$ cat config.mk
export PLATFORM = sky130hd
export DESIGN_NAME = amber48_uart_tx_fifo_flat
export DESIGN_NICKNAME = d
export VERILOG_FILES = /design/src/rtl/amber48_uart_tx_fifo_if.sv /design/src/rtl/amber48_uart_tx_fifo.sv /design/src/flat_wrapper.sv
export SDC_FILE = /design/constraint.sdc
export NUM_CORES = 1
export LEC_CHECK = 0
export ABC_CLOCK_PERIOD_IN_PS = 3500
export CAP_MARGIN = 20
export CORE_MARGIN = 2
export CORE_UTILIZATION = 50
export DETAILED_ROUTE_END_ITERATION = 12
export PLACE_DENSITY = 0.69
export SLEW_MARGIN = 20
export SYNTH_ARGS = -nofsm -noshare
export SYNTH_HDL_FRONTEND = slang
export SYNTH_SLANG_ARGS = --single-unit
export TNS_END_PERCENT = 10
$ cat constraint.sdc
create_clock -name clk_i -period 3.5 [get_ports clk_i]
set_input_delay 0.875 -clock clk_i [delete_from_list [all_inputs] [get_ports clk_i]]
set_output_delay 0.875 -clock clk_i [all_outputs]
set_load 0.01 [all_outputs]
$ cat src/rtl/amber48_uart_tx_fifo_if.sv
// Bus between the CPU-side writer, the TX byte FIFO and the UART transmitter.
// The master drives the write side and the transmitter handshake; the slave is the FIFO.
interface amber48_uart_tx_fifo_if #(
  parameter int unsigned DEPTH = 16
);
  logic [7:0]             wr_data_i;
  logic                   wr_valid_i;
  logic                   wr_ready_o;
  logic                   flush_i;
  logic [7:0]             tx_data_o;
  logic                   tx_valid_o;
  logic                   tx_ready_i;
  logic [$clog2(DEPTH):0] level_o;
  logic                   empty_o;
  logic                   full_o;
  logic                   afull_o;
  logic                   overflow_o;
  logic                   ovf_clr_i;

  modport slave (
    input  wr_data_i, wr_valid_i, flush_i, tx_ready_i, ovf_clr_i,
    output wr_ready_o, tx_data_o, tx_valid_o, level_o, empty_o, full_o,
           afull_o, overflow_o
  );

  modport master (
    output wr_data_i, wr_valid_i, flush_i, tx_ready_i, ovf_clr_i,
    input  wr_ready_o, tx_data_o, tx_valid_o, level_o, empty_o, full_o,
           afull_o, overflow_o
  );
endinterface

$ cat src/rtl/amber48_uart_tx_fifo.sv
// Byte FIFO feeding amber48_uart_tx: valid/ready on both sides, level and
// empty/full/almost-full status, sticky overflow flag.
module amber48_uart_tx_fifo #(
  parameter int unsigned DEPTH       = 16,
  parameter int unsigned AFULL_LEVEL = 12
) (
  input  logic                          clk_i,
  input  logic                          rst_i,
  amber48_uart_tx_fifo_if.slave         bus
);
  localparam int unsigned AW = $clog2(DEPTH);
  localparam int unsigned PW = AW + 1;
  localparam logic [PW-1:0] LP_DEPTH = PW'(DEPTH);
  localparam logic [PW-1:0] LP_AFULL = PW'(AFULL_LEVEL);

  if ((DEPTH < 2) || ((DEPTH & (DEPTH - 1)) != 0)) begin : g_bad_depth
    $fatal(1, "amber48_uart_tx_fifo: DEPTH must be a power of 2 and >= 2");
  end
  if ((AFULL_LEVEL < 1) || (AFULL_LEVEL > DEPTH)) begin : g_bad_afull
    $fatal(1, "amber48_uart_tx_fifo: AFULL_LEVEL must be in 1..DEPTH");
  end

  logic [7:0]    r_mem [DEPTH];
  logic [PW-1:0] r_wr_ptr;
  logic [PW-1:0] r_rd_ptr;
  logic [PW-1:0] r_ovf_dummy_unused;
  logic          r_overflow;

  logic [PW-1:0] w_level;
  logic [AW-1:0] w_wr_idx;
  logic [AW-1:0] w_rd_idx;
  logic          w_empty;
  logic          w_full;
  logic          w_push;
  logic          w_pop;

  // Extra MSB on each pointer distinguishes full from empty; the difference
  // wraps cleanly mod 2*DEPTH and is the level directly.
  always_comb begin
    w_level  = r_wr_ptr - r_rd_ptr;
    w_wr_idx = r_wr_ptr[AW-1:0];
    w_rd_idx = r_rd_ptr[AW-1:0];
    w_empty  = (w_level == '0);
    w_full   = (w_level == LP_DEPTH);
    w_push   = bus.wr_valid_i & ~w_full;
    w_pop    = ~w_empty & bus.tx_ready_i;
  end

  always_ff @(posedge clk_i) begin
    if (rst_i) begin
      r_wr_ptr   <= '0;
      r_rd_ptr   <= '0;
      r_overflow <= 1'b0;
    end else if (bus.flush_i) begin
      r_wr_ptr <= '0;
      r_rd_ptr <= '0;
    end else begin
      if (w_push) r_wr_ptr <= r_wr_ptr + 1'b1;
      if (w_pop)  r_rd_ptr <= r_rd_ptr + 1'b1;
      if (bus.wr_valid_i && w_full) r_overflow <= 1'b1;
      else if (bus.ovf_clr_i)      r_overflow <= 1'b0;
    end
  end

  always_ff @(posedge clk_i) begin
    r_ovf_dummy_unused <= '0;
    if (!rst_i && !bus.flush_i && w_push) r_mem[w_wr_idx] <= bus.wr_data_i;
  end

  // Head byte is forced to zero when empty so the UART never sees X.
  always_comb begin
    bus.tx_data_o  = w_empty ? 8'h00 : r_mem[w_rd_idx];
    bus.tx_valid_o = ~w_empty;
    bus.wr_ready_o = ~w_full;
    bus.level_o    = w_level;
    bus.empty_o    = w_empty;
    bus.full_o     = w_full;
    bus.afull_o    = (w_level >= LP_AFULL);
    bus.overflow_o = r_overflow;
  end
endmodule
$ cat src/flat_wrapper.sv
// flat-port wrapper written by rule: the top's interface ports become plain ports
module amber48_uart_tx_fifo_flat 
#(
  parameter int unsigned DEPTH       = 16,
  parameter int unsigned AFULL_LEVEL = 12
)
  (clk_i, rst_i, bus_wr_data_i, bus_wr_valid_i, bus_flush_i, bus_tx_ready_i, bus_ovf_clr_i, bus_wr_ready_o, bus_tx_data_o, bus_tx_valid_o, bus_level_o, bus_empty_o, bus_full_o, bus_afull_o, bus_overflow_o);
  amber48_uart_tx_fifo_if #(.DEPTH(DEPTH)) bus_i ();
  input  logic clk_i;
  input  logic rst_i;
  input wire logic [$bits(bus_i.wr_data_i)-1:0] bus_wr_data_i;
  input wire logic [$bits(bus_i.wr_valid_i)-1:0] bus_wr_valid_i;
  input wire logic [$bits(bus_i.flush_i)-1:0] bus_flush_i;
  input wire logic [$bits(bus_i.tx_ready_i)-1:0] bus_tx_ready_i;
  input wire logic [$bits(bus_i.ovf_clr_i)-1:0] bus_ovf_clr_i;
  output wire logic [$bits(bus_i.wr_ready_o)-1:0] bus_wr_ready_o;
  output wire logic [$bits(bus_i.tx_data_o)-1:0] bus_tx_data_o;
  output wire logic [$bits(bus_i.tx_valid_o)-1:0] bus_tx_valid_o;
  output wire logic [$bits(bus_i.level_o)-1:0] bus_level_o;
  output wire logic [$bits(bus_i.empty_o)-1:0] bus_empty_o;
  output wire logic [$bits(bus_i.full_o)-1:0] bus_full_o;
  output wire logic [$bits(bus_i.afull_o)-1:0] bus_afull_o;
  output wire logic [$bits(bus_i.overflow_o)-1:0] bus_overflow_o;
  assign bus_i.wr_data_i = bus_wr_data_i;
  assign bus_i.wr_valid_i = bus_wr_valid_i;
  assign bus_i.flush_i = bus_flush_i;
  assign bus_i.tx_ready_i = bus_tx_ready_i;
  assign bus_i.ovf_clr_i = bus_ovf_clr_i;
  assign bus_wr_ready_o = bus_i.wr_ready_o;
  assign bus_tx_data_o = bus_i.tx_data_o;
  assign bus_tx_valid_o = bus_i.tx_valid_o;
  assign bus_level_o = bus_i.level_o;
  assign bus_empty_o = bus_i.empty_o;
  assign bus_full_o = bus_i.full_o;
  assign bus_afull_o = bus_i.afull_o;
  assign bus_overflow_o = bus_i.overflow_o;
  amber48_uart_tx_fifo #(.DEPTH(DEPTH), .AFULL_LEVEL(AFULL_LEVEL)) u_core (.clk_i(clk_i), .rst_i(rst_i), .bus(bus_i));
endmodule
==> flow_summary.toml, run 1 <==
[logic_synthesis]
ys.flop_type = "edfxtp_1"
synth_area_leaders = "edfxtp_1 66%, mux4_2 15%, dfxtp_1 5.1%, ha_1 1.9%, nor2_1 1.4%"
synth-async-reset-ratio_pct = 0
syn_area_um2 = 5850
ys_ff_latch = 143
synth_top_area_share_pct = 65.7
yosys_warnings = 0
synth_top_area_cell = "edfxtp_1"
synth.distinct_cells = 37
synthTopCellsByCount = "128 x edfxtp_1, 40 x mux4_2, 22 x nor2_1"
synth-edff-count = 128
yosysSeqAreaShare_pct = 70.8
synth_most_common_cell = "edfxtp_1"
syn_inst = 320
postSynthAreaPerCell_um2 = 18.3
synth_fp_nets = 344

[timing]
min_period_over_period_pct = 101
slew_headroom_pct = 34.7
setup_viol = 8
min_period_ps = 3530
hold_viol = 0
rsz0062_at_grt = "yes"
timing.final.ws_setup_ps = -25.1
hold_ws_ps = 519
worst_slew_pin_slew_ps = 976
max_freq_mhz = 284
fin_worst_skew_ps = 6.13
slew_viol_final = 0
tns_ps = -157

[power]
intPower_w = 0.00303
p_comb_share_pct = 9.0
power_density_nw_per_um2 = 548
seqPwrFrac_pct = 48.3
swShare_pct = 21.6
leakage_nw = 2.32
ir_drop_v = 0.000271
pwr-share-clk_pct = 42.7
p_sw_w = 0.000836

[floorplanning]
die_y_um = 112
die_w_um = 112
rows = 39
fp.dieArea_um2 = 12600
start_util_pct = 51.2
ios = 33
core_area_um2 = 11400

[place]
hpwlAfterDp_mm = 7.32
gp_congestion = 0.833
port_buffers = 32
post-place-ws_ps = 16.8

[route]
first_iter_violations = 273
wl_per_cell_um = 21.4
routed_wl_mm = 11.4
ant_nets = 0
vias_per_cell = 5.77
firstDrtPassIters = 4
drc = 0
num_vias = 3080

[global_routing]
grtUsageTotal_pct = 19.4
grt_pass1_vias = 3177
grt-ovfl-total = 0
antenna_found_initial = 0
grt_pass1_wl_mm = 17.9
grt_max_degree = 33

[outcome]
outcome = "complete, but fails checks"
violations = "negative setup slack"

[clock_network]
clockRootBuffer = "clkbuf_16"
clk-insertion-delay-late_ps = 410
cts_sinks = 143
ctsHoldBuffers = 0
tritoncts = "done"
path_clk_slew_ps = 60
h-tree-depth = 4
cts_buffer_depth = 2
cts_buffers = 17

[critical_path]
cp-end-kind = "primary output"
critPathMostFrequentCell = "inv_2"
cp_cell_sequence = "inv_2 -> ha_4 -> inv_2 -> fa_2 -> xor2_2 -> a2111o_1 -> a22oi_2 -> buf_4 -> buf_12 -> nor2b_1 -> buf_2"
slowest_stage = "a2111o_1"
path_class = "flop to primary output"
cpPeakStageDelay_ps = 420
worstSetupStartpoint = "u_core.r_wr_ptr[0]"
critical_path_required_ps = 2620
critPathTopFamily = "compound AO/OA/AOI/OAI gates"
crit_buf_inv = 5
crit_arrival_ps = 2650
path_max_fanout = 5
reg2reg_from = "u_core.r_wr_ptr[0]"
start_kind = "flop"

[final_layout]
n_antenna_cell = 0
syn_to_final_growth_pct = 20.8
drive_above_1_share_pct = 30.7
nFillCells = 842
seqCellArea_um2 = 4150
layout.nets = 402
final_util_pct = 61.9
multi_input_area_um2 = 1620

[hold_path]
hold_start = "u_core.bus.overflow_o"
worstHoldPathType = "flop to flop"

[job]
maxCapViolations = 0
per-stage QoR:
step / std cells / instance area (µm²) / power [W]
after floorplan: 320 / 5850 / 0.00204
after global placement: 492 / 6400 / 0.00218
after global routing: 534 / 7070 / 0.00398
after detailed placement: 492 / 6400 / 0.00219
after CTS: 533 / 7050 / 0.00389
final: 534 / 7070 / 0.00387
sequential cells by signal, indices dropped and copies added, names as in the netlist, named ones only:
name and count:
u_core.bus.overflow_o 1, u_core.r_mem 128, u_core.r_rd_ptr 5, u_core.r_wr_ptr 5
cell families (layout without fill, tap and decap cells):
kind of cell | Yosys count | in the layout | synth area share (%)
AOI/OAI and AO/OA | 31 | 31 | 3.34
xor gates and xnor gates | 2 | 2 | 0.300
adders and majority gates | 10 | 10 | 2.27
buffers and inverters | 28 | 99 | 2.07
DFF | 143 | 143 | 70.8
muxes | 41 | 41 | 15.6
and+or+nand+nor | 65 | 65 | 5.60
cells in the final DEF (no fill, tap or decap), types with 2 or more instances in the layout:
cell             count
edfxtp_1           128
o21ai_0              6
nand3_1              7
inv_1               10
nand2_1             10
dfxtp_2              3
nand4_1              2
clkinvlp_4           7
a31o_2               3
a211oi_1             2
nand3b_1             2
clkdlybuf4s50_1     20
ha_1                 7
buf_12               3
a21oi_1             14
clkbuf_16           18
buf_4               16
mux4_2              40
nor2b_1              7
inv_2                3
clkbuf_1             2
nor2_1              22
buf_2               10
dfxtp_1             12
or2_2                2
dlygate4sd2_1        2
or3_1                5
clkinv_4             2
worst paths after layout:
path,endpoint,slack (ps),cells after the start
worst min-delay path,u_core.bus.overflow_o,520,2
worst min register to register,u_core.bus.overflow_o,520,2
worst max register to register,u_core.r_mem[4][4],340,13
worst max-delay path,bus_tx_data_o[4],-30,11
per-layer routing:
metal / global-route usage [%] / share of wire [%] / up-vias
li1: - / - / 1394
met1: 27.7 / 46 / 1588
met2: 29.0 / 47 / 82
met3: 4.81 / 4.8 / 16
met4: 8.13 / 1.6 / 0
met5: 0 / 0 / -
cell type report:
type                            instances  area share, %
Inverter                               13          0.691
Clock buffer                           19           6.13
Clock inverter                         13           1.66
Tap cell                              143           2.53
Timing Repair Buffer                   54           7.31
Multi-Input combinational cell        149           23.0
Sequential cell                       143           58.7
worst reg2reg max path, cell delays in order, from the launching register on:
cell,delay [ps]
dfxtp_2,320
inv_2,70
ha_4,130
inv_2,30
fa_2,360
xor2_2,150
buf_4,140
nand4b_1,150
buf_4,140
a21oi_4,60
inv_2,60
buf_4,170
nand3_1,200
nor2_1,780
power groups by stage:
stage               registers [W]  clock network, W  logic [W]
finish                    0.00187           0.00165   0.000350
global route              0.00187           0.00174   0.000378
CTS                       0.00187           0.00167   0.000356
detailed placement        0.00190                 0   0.000283
global placement          0.00190                 0   0.000276
floorplan                 0.00190                 0   0.000140
what timing repair did:
action                                  4_1_cts  5_1_grt
endpoints found under the setup margin       12       13
cloned                                        2        0
pin swaps                                     4        2
setup buffers                                 7        1
resized for setup                            52        4
Note: power is estimated with default switching activity, not from simulation.
==> run 2, diff against run 1 <==
- SLEW_MARGIN: 20 -> default
==> results of run 2 <==
No change in the layout: final DEF, timing and power equal those of run 1.
